[config.mk]
export PLATFORM = sky130hd
export DESIGN_NAME = legv8_multicycle_control
export DESIGN_NICKNAME = d
export VERILOG_FILES = /design/src/rtl/legv8_multicycle_control.sv
export SDC_FILE = /design/constraint.sdc
export NUM_CORES = 1
export LEC_CHECK = 0
export ABC_AREA = 1
export CAP_MARGIN = 20
export CORE_MARGIN = 2
export CORE_UTILIZATION = 48
export DETAILED_ROUTE_END_ITERATION = 10
export PLACE_DENSITY = 0.75
export SYNTH_ARGS = -nofsm -noshare
export SYNTH_HDL_FRONTEND = slang
export SYNTH_SLANG_ARGS = --single-unit
export TNS_END_PERCENT = 10
[constraint.sdc]
create_clock -name iCLK -period 4.85 [get_ports iCLK]
set_clock_uncertainty 0.2 [all_clocks]
set_input_delay 0.485 -clock iCLK [delete_from_list [all_inputs] [get_ports iCLK]]
set_output_delay 0.485 -clock iCLK [all_outputs]
set_load 0.005 [all_outputs]
[src/rtl/legv8_multicycle_control.sv]
// -----------------------------------------------------------------------------
// legv8_multicycle_control
//
// Control FSM for a multicycle LEGv8 datapath. One ALU and one memory port are
// reused across cycles. The FSM reads the 11-bit opcode field from the
// instruction register and drives every mux select, write enable and ALU-op
// code. It waits on instruction/data memory ready handshakes, halts on
// unknown opcodes and exposes cycle/instruction counters for monitoring.
//
// Ports
//   iCLK, iRST            clock (rising edge), synchronous active-high reset
//   iOPCODE[10:0]         instruction bits [31:21] from the IR
//   iIMemReady            fetch data valid this cycle
//   iDMemReady            data read valid / write accepted this cycle
//   oIMemRead, oIRWrite   fetch request, IR load
//   oPCWrite, oPCWriteCond, oPCSource[1:0], oBranchType[1:0]   PC control
//   oALUSrcA, oALUSrcB[1:0], oALUop[1:0], oReg2Loc             ALU / regfile
//   oMemRead, oMemWrite, oMemToReg, oRegWrite                  memory / wb
//   oHalt                 illegal-opcode halt
//   oState[3:0]           current state code
//   oCycleCount, oInstrCount  free-running monitoring counters (wrap)
// -----------------------------------------------------------------------------
module legv8_multicycle_control (
  input  logic        iCLK,
  input  logic        iRST,
  input  logic [10:0] iOPCODE,
  input  logic        iIMemReady,
  input  logic        iDMemReady,
  output logic        oIMemRead,
  output logic        oIRWrite,
  output logic        oPCWrite,
  output logic        oPCWriteCond,
  output logic [1:0]  oPCSource,
  output logic [1:0]  oBranchType,
  output logic        oALUSrcA,
  output logic [1:0]  oALUSrcB,
  output logic [1:0]  oALUop,
  output logic        oReg2Loc,
  output logic        oMemRead,
  output logic        oMemWrite,
  output logic        oMemToReg,
  output logic        oRegWrite,
  output logic        oHalt,
  output logic [3:0]  oState,
  output logic [31:0] oCycleCount,
  output logic [31:0] oInstrCount
);

  typedef enum logic [3:0] {
    S_FETCH     = 4'd0,
    S_DECODE    = 4'd1,
    S_MEM_ADDR  = 4'd2,
    S_MEM_READ  = 4'd3,
    S_WB_MEM    = 4'd4,
    S_MEM_WRITE = 4'd5,
    S_EXEC_R    = 4'd6,
    S_EXEC_I    = 4'd7,
    S_WB_ALU    = 4'd8,
    S_BRANCH    = 4'd9,
    S_JUMP      = 4'd10,
    S_HALT      = 4'd15
  } state_t;

  typedef struct packed {
    logic       imem_read;
    logic       pc_write;
    logic       pc_write_cond;
    logic [1:0] pc_source;
    logic [1:0] branch_type;
    logic       alu_src_a;
    logic [1:0] alu_src_b;
    logic [1:0] alu_op;
    logic       reg2loc;
    logic       mem_read;
    logic       mem_write;
    logic       mem_to_reg;
    logic       reg_write;
    logic       halt;
  } ctrl_t;

  localparam logic [10:0] OP_LDUR = 11'b11111000010;
  localparam logic [10:0] OP_STUR = 11'b11111000000;
  localparam logic [10:0] OP_ADD  = 11'b10001011000;
  localparam logic [10:0] OP_SUB  = 11'b11001011000;
  localparam logic [10:0] OP_AND  = 11'b10001010000;
  localparam logic [10:0] OP_ORR  = 11'b10101010000;

  function automatic state_t decode_next(input logic [10:0] op);
    if (op == OP_LDUR || op == OP_STUR)
      return S_MEM_ADDR;
    if (op == OP_ADD || op == OP_SUB || op == OP_AND || op == OP_ORR)
      return S_EXEC_R;
    // ADDI / SUBI: bit 0 of the field belongs to the immediate
    if (op[10:1] == 10'b1001000100 || op[10:1] == 10'b1101000100)
      return S_EXEC_I;
    // CBZ / CBNZ / B.cond: low 3 bits belong to the offset
    if (op[10:3] == 8'b10110100 || op[10:3] == 8'b10110101 ||
        op[10:3] == 8'b01010100)
      return S_BRANCH;
    if (op[10:5] == 6'b000101)
      return S_JUMP;
    return S_HALT;
  endfunction

  function automatic logic [1:0] branch_type(input logic [10:0] op);
    case (op[10:3])
      8'b10110100: return 2'b01;
      8'b10110101: return 2'b10;
      8'b01010100: return 2'b11;
      default:     return 2'b00;
    endcase
  endfunction

  // Moore output table; opcode only matters for BranchType in BRANCH
  function automatic ctrl_t ctrl_for(input state_t s, input logic [10:0] op);
    ctrl_t c;
    c = '0;
    case (s)
      S_FETCH: begin
        c.imem_read = 1'b1;
        c.alu_src_b = 2'b01;
      end
      S_DECODE: begin
        c.alu_src_b = 2'b11;
        c.reg2loc   = 1'b1;
      end
      S_MEM_ADDR: begin
        c.alu_src_a = 1'b1;
        c.alu_src_b = 2'b10;
      end
      S_MEM_READ: c.mem_read = 1'b1;
      S_WB_MEM: begin
        c.mem_to_reg = 1'b1;
        c.reg_write  = 1'b1;
      end
      S_MEM_WRITE: begin
        c.mem_write = 1'b1;
        c.reg2loc   = 1'b1;
      end
      S_EXEC_R: begin
        c.alu_src_a = 1'b1;
        c.alu_op    = 2'b10;
      end
      S_EXEC_I: begin
        c.alu_src_a = 1'b1;
        c.alu_src_b = 2'b10;
        c.alu_op    = 2'b11;
      end
      S_WB_ALU: c.reg_write = 1'b1;
      S_BRANCH: begin
        c.alu_src_a     = 1'b1;
        c.alu_op        = 2'b01;
        c.reg2loc       = 1'b1;
        c.pc_write_cond = 1'b1;
        c.pc_source     = 2'b01;
        c.branch_type   = branch_type(op);
      end
      S_JUMP: begin
        c.pc_write  = 1'b1;
        c.pc_source = 2'b01;
      end
      S_HALT:  c.halt = 1'b1;
      default: ;
    endcase
    return c;
  endfunction

  state_t      r_state;
  ctrl_t       r_ctrl;
  logic [31:0] r_cycle_cnt;
  logic [31:0] r_instr_cnt;

  state_t      w_next;
  logic        w_instr_done;
  logic        w_fetch_go;
  ctrl_t       w_ctrl;

  always_comb begin
    w_next = r_state;
    case (r_state)
      S_FETCH:     if (iIMemReady) w_next = S_DECODE;
      S_DECODE:    w_next = decode_next(iOPCODE);
      S_MEM_ADDR: begin
        if (iOPCODE == OP_LDUR)      w_next = S_MEM_READ;
        else if (iOPCODE == OP_STUR) w_next = S_MEM_WRITE;
        else                         w_next = S_HALT;
      end
      S_MEM_READ:  if (iDMemReady) w_next = S_WB_MEM;
      S_MEM_WRITE: if (iDMemReady) w_next = S_FETCH;
      S_EXEC_R,
      S_EXEC_I:    w_next = S_WB_ALU;
      S_WB_MEM,
      S_WB_ALU,
      S_BRANCH,
      S_JUMP:      w_next = S_FETCH;
      default:     w_next = S_HALT;   // HALT absorbs, unused codes trap
    endcase
  end

  assign w_instr_done = (r_state == S_WB_MEM) || (r_state == S_WB_ALU) ||
                        (r_state == S_BRANCH) || (r_state == S_JUMP)   ||
                        ((r_state == S_MEM_WRITE) && iDMemReady);

  // Outputs for the next state are registered together with the state, so
  // every Moore output comes straight from a flop.
  always_ff @(posedge iCLK) begin
    if (iRST) begin
      r_state     <= S_FETCH;
      r_ctrl      <= ctrl_for(S_FETCH, iOPCODE);
      r_cycle_cnt <= '0;
      r_instr_cnt <= '0;
    end else begin
      r_state <= w_next;
      r_ctrl  <= ctrl_for(w_next, iOPCODE);
      if (r_state != S_HALT) r_cycle_cnt <= r_cycle_cnt + 32'd1;
      if (w_instr_done)      r_instr_cnt <= r_instr_cnt + 32'd1;
    end
  end

  // IR load and PC+4 commit only in the cycle the fetch data is valid
  assign w_fetch_go = (r_state == S_FETCH) && iIMemReady;

  // Reset forces every output low, including the cycle the reset is applied
  assign w_ctrl = iRST ? '0 : r_ctrl;

  assign oIMemRead    = w_ctrl.imem_read;
  assign oIRWrite     = !iRST && w_fetch_go;
  assign oPCWrite     = !iRST && (r_ctrl.pc_write || w_fetch_go);
  assign oPCWriteCond = w_ctrl.pc_write_cond;
  assign oPCSource    = w_ctrl.pc_source;
  assign oBranchType  = w_ctrl.branch_type;
  assign oALUSrcA     = w_ctrl.alu_src_a;
  assign oALUSrcB     = w_ctrl.alu_src_b;
  assign oALUop       = w_ctrl.alu_op;
  assign oReg2Loc     = w_ctrl.reg2loc;
  assign oMemRead     = w_ctrl.mem_read;
  assign oMemWrite    = w_ctrl.mem_write;
  assign oMemToReg    = w_ctrl.mem_to_reg;
  assign oRegWrite    = w_ctrl.reg_write;
  assign oHalt        = w_ctrl.halt;
  assign oState       = iRST ? 4'd0 : r_state;
  assign oCycleCount  = iRST ? 32'd0 : r_cycle_cnt;
  assign oInstrCount  = iRST ? 32'd0 : r_instr_cnt;

endmodule

Yosys cells after proc, flatten, opt, wreduce, memory -nomap -nowiden
Cells that the tools add are included.

storage, ports and cells
  register bits after elaboration = 86
  input bits = 15
  output and inout port bits = 87
  logic and storage cells = 136

operators by class
  add/sub/neg operators = 2
  equality and inequality tests = 34
  multiplexer cells = 55
  bitwise gates (word level) = 1
  reductions and logical operators = 27

operators by type and width
  operator               number
  $mux 4                 17
  $eq 11x11->1 const B   6
  $add 32x1->32 const B  2
  $mux 32                2
  $eq 4x3->1 const B     8
  $mux 1                 31
  $eq 4x4->1 const B     7
  $pmux 4 s7             1
  $eq 10x10->1 const B   2
  $mux 18                1
  $pmux 2 s3             3
  $eq 4x2->1 const B     4
  $eq 8x8->1 const B     2
  $logic_or 1x1->1       12
  $reduce_or 2->1        5
  $eq 4x1->1 const B     2
  $eq 8x7->1 const B     1
  $logic_not 4->1        2
  $reduce_or 4->1        2
  $eq 6x3->1 const B     1
  $logic_and 1x1->1      4
  $ne 4x4->1 const B     1
  $reduce_or 3->1        1
  $logic_not 1->1        1
  $not 1->1              1

Logic depth before layout (Yosys ltp)
  depth in word-level cells = 28
  depth in mapped cells = 12
  gate-level depth less buffers = 12

Least setup slack after synthesis
No wires, ideal clock.

  path kind = input-to-output
  from = input port iRST
  to = output port oCycleCount[12]
  arrival time = 1.407 ns
  data required time = 4.165 ns
  path slack = 2.758 ns
  stages on the path = 4
  buffers on the path = 3
  cells stage by stage = clkbuf_1 -> clkbuf_1 -> buf_1 -> nor2_1

on the way
  cells in the longest elaborated chain, start to end = 1

ends and longest elaborated chain
  what         line  text
  from (decl)  25    input logic iRST,
  $mux 32      242   assign oCycleCount = iRST ? 32'd0 : r_cycle_cnt;
  to (decl)    45    output logic [31:0] oCycleCount,

Every way passes these cells.

Final worst setup path
  from = register r_state[2]
  to = output port oPCWrite

on the way
  cells in the longest elaborated chain, start to end = 4

ends and longest elaborated chain
  what                    line  text
  from (decl)             168   state_t r_state;
  from (signal assigned)  213   r_state <= w_next;
  $logic_not 4->1         221   assign w_fetch_go = (r_state == S_FETCH) && iIMemReady;
  $logic_and 1x1->1       221
  $logic_or 1x1->1        228   assign oPCWrite = !iRST && (r_ctrl.pc_write || w_fetch_go);
  $logic_and 1x1->1       228
  to (decl)               31    output logic oPCWrite,

Every way passes these cells.

==> metrics.txt <==
status=finished clean; WS Path Type=register to output port; largest net degree at the start of global routing=50; Hold Violations, Final=0; Hold Path Depth=2; post-synthesis xor/xnor area fraction=under 10%; post-cts sizing count=0; Worst Reg2Reg Path Length in Cells=8; Row Count=38; CP delay by family, top=buffers and inverters; detailed-route via count=5549; die area=0.0120 mm^2; Least-Margin Pin Slew=0.566 ns; Worst EP required=between 4 and 5 ns; Worst R2R Start=r_state[0]; CP max-delay cell=clkdlybuf4s50_1; Slew HR=between 60% and 70%; GRT Util Overall=a little under a quarter; final RePlAce weighted congestion=0.924; CP bufs+invs=3; clock buffer depth=2; vias in the first global route=~4900; commonest register cell after synthesis=dfxtp_1; sequential area share after synthesis=approximately a third; R2R setup slack=approximately 2.6 ns; Post-synth top cells=nand2_1 (192), nor2_1 (179), inv_1 (139); Post-synth EDFFs=0; Placed Cells incl. Taps=~1100; Final setup viols=0; mux contribution to synthesized area=0%; CP Cell Sequence=inv_1, nand2_4, inv_1, nand4_1, o21ai_0, clkdlybuf4s50_1; H-tree depth=3; non-filler cells, final=roughly 1100; Max Slew Vio Count=0; area share of fa/ha/maj cells after synthesis=0.470%; drt first-iter violations=~500; VDD IR max=0.211 mV; gr ovfl total=0; CTS tree=built; area delta synth->final=24.1%; Worst setup SP type=register; Worst path max stage delay=approximately 0.56 ns; CTS Buf Count=9; Synth Cell Area=0.00533 mm^2; ant diodes=0; IO Pins=102; min-delay src=r_instr_cnt[31]; async set-reset flop share out of synthesis=0%; Cells after Synth=884; main combinational cell family by area after synthesis=simple AND/OR/NAND/NOR gates; Routed Antenna Nets=0; setup tns final=0 ns; CTS Root Cell=clkbuf_8; RSZ-0062 raised after global routing=false; clock latency on the worst-skew pair=0.36 ns; Yosys top cell by area=dfxtp_1; number of distinct library cells after synthesis=37; Yosys top cell area share=about a third; Max Freq=around 0.36 GHz; synthesized net count=901; drt pass-1 iters=5; arrival time at the worst endpoint=slightly above 2 ns; Critical Path Most Common Cell=inv_1; Synth Area in Simple Gates=between 40 and 50%; Yosys warnings=0; min Tclk post-route=2.74 ns; IO buf count=100; final wirelength=between 10000 and 15000 um; Die H=roughly 110 um; hold endpoint=r_instr_cnt[31]; Post-Syn Area per Cell=6.03 um^2; Initial Utilization=49.2%; total setup buffers inserted after CTS=0; Final period util=56.6%; final instance area=about 0.0066 mm^2; r2r endpoint=r_cycle_cnt[22]; post-synthesis register bit count=85; Remaining DRCs=0; Reg clk slew, reported paths=0.08 ns; layout cells sized above 1=approximately 6.4%; initial antenna violation count=0; most common cell in the netlist=nand2_1; area of the core=0.0108 mm^2; CTS sink count=between 80 and 90; Filler Cell Count=between 1000 and 1500; DPL Wire Length=slightly above 10000 um; top cells by area, synth=dfxtp_1 (32%), nand2_1 (14%), nor2_1 (13%); Hold Crit Class=register to register; max-capacitance violation count=0; nets=between 900 and 1000; Leakage=roughly 2.5 nW; placed inst area=approximately 0.0064 mm^2; Post-CTS Hold Fix Bufs=0; Vias/cell=roughly 5; total power per unit cell area=~300 mW/mm^2; post-synthesis compound-gate area fraction=8.52%; DR WL/cell=12.1 um; Chip Width=roughly 110 um; critical path peak fanout=5; crit end category=output port; first-pass GRT wire length=~23000 um
registers in the layout, summed over array words and instances (netlist names):
| signal | count |
|---|---|
| r_cycle_cnt | 32 |
| r_instr_cnt | 32 |
| r_ctrl | 17 |
| r_state | 4 |
cells in the final DEF (no fill, tap or decap), drive strengths merged:
| cell type | instances |
|---|---|
| a211oi | 1 |
| a21oi | 48 |
| a31oi | 2 |
| buf | 4 |
| bufinv | 1 |
| clkbuf | 11 |
| clkdlybuf4s50 | 99 |
| clkinv | 3 |
| clkinvlp | 1 |
| conb | 1 |
| dfxtp | 85 |
| ha | 2 |
| inv | 145 |
| nand2 | 205 |
| nand3 | 48 |
| nand3b | 1 |
| nand4 | 20 |
| nor2 | 192 |
| nor3 | 47 |
| nor3b | 7 |
| nor4 | 4 |
| o211ai | 1 |
| o21ai | 35 |
| o31ai | 1 |
| xor2 | 15 |
power breakdown:
group	internal, mW	total, mW	switching, mW	leakage (nW)
clock network	0.254	0.520	0.267	0.0995
registers	0.757	0.795	0.0372	0.688
logic	0.224	0.707	0.483	1.69
per-stage QoR:
stage | setup WS [ns] | utilization, % | total power, mW | hold slack [ns]
6_report | 2.11 | 61.0 | 2.02 | 0.275
3_3_place_gp | 2.26 | 59.2 | 1.52 | 0.257
3_5_place_dp | 2.25 | 59.2 | 1.52 | 0.266
5_1_grt | 2.00 | 61.0 | 2.15 | 0.325
2_1_floorplan | 2.76 | - | 1.35 | 0.244
4_1_cts | 2.13 | 61.0 | 2.03 | 0.278
area by class of cell:
type | instances | area, um^2 | share of cell area (%)
sequential | 85 | 1700 | 25.7
timing repair buffer | 103 | 1020 | 15.4
clock inverter | 5 | 60.1 | 0.908
inverter | 145 | 547 | 8.27
tap | 140 | 175 | 2.65
multi-input combinational | 630 | 2970 | 44.9
clock buffer | 11 | 141 | 2.14
worst register-to-register path: cells and delay by family (launching register included):
kind                   cells  cell delay, ns
AOI/OAI and AO/OA          1            0.09
buffers and inverters      1            0.23
DFF                        1            0.49
and+or+nand+nor            6            1.08
cells by family (layout without fill, tap and decap cells):
| family | after synthesis | in the layout |
|---|---|---|
| compound gates | 88 | 88 |
| xor+xnor | 15 | 15 |
| other cells | 1 | 1 |
| buf+inv | 169 | 264 |
| flops | 85 | 85 |
| simple gates | 524 | 524 |
| fa+ha+maj | 2 | 2 |
routing by layer:
metal / track usage [%] / vias to the layer above / routed length (um)
met5: 0 / - / 0
met4: 7.96 / 0 / 207
met3: 2.85 / 18 / 788
met2: 37.4 / 183 / 6200
met1: 32.5 / 2402 / 6370
li1: - / 2946 / -
worst max path at each step:
stage | to | startpoint | slack, ns | cells after the start
after floorplan | oCycleCount[12] | iRST | 2.76 | 4
after global placement | oPCWrite | iIMemReady | 2.26 | 4
after CTS | oPCWrite | r_state[2] | 2.13 | 6
after global routing | oPCWrite | r_state[3] | 2.00 | 6
final | oPCWrite | r_state[2] | 2.11 | 6
after detailed placement | oInstrCount[0] | iRST | 2.25 | 4
Note: power is estimated with default switching activity, not from simulation.
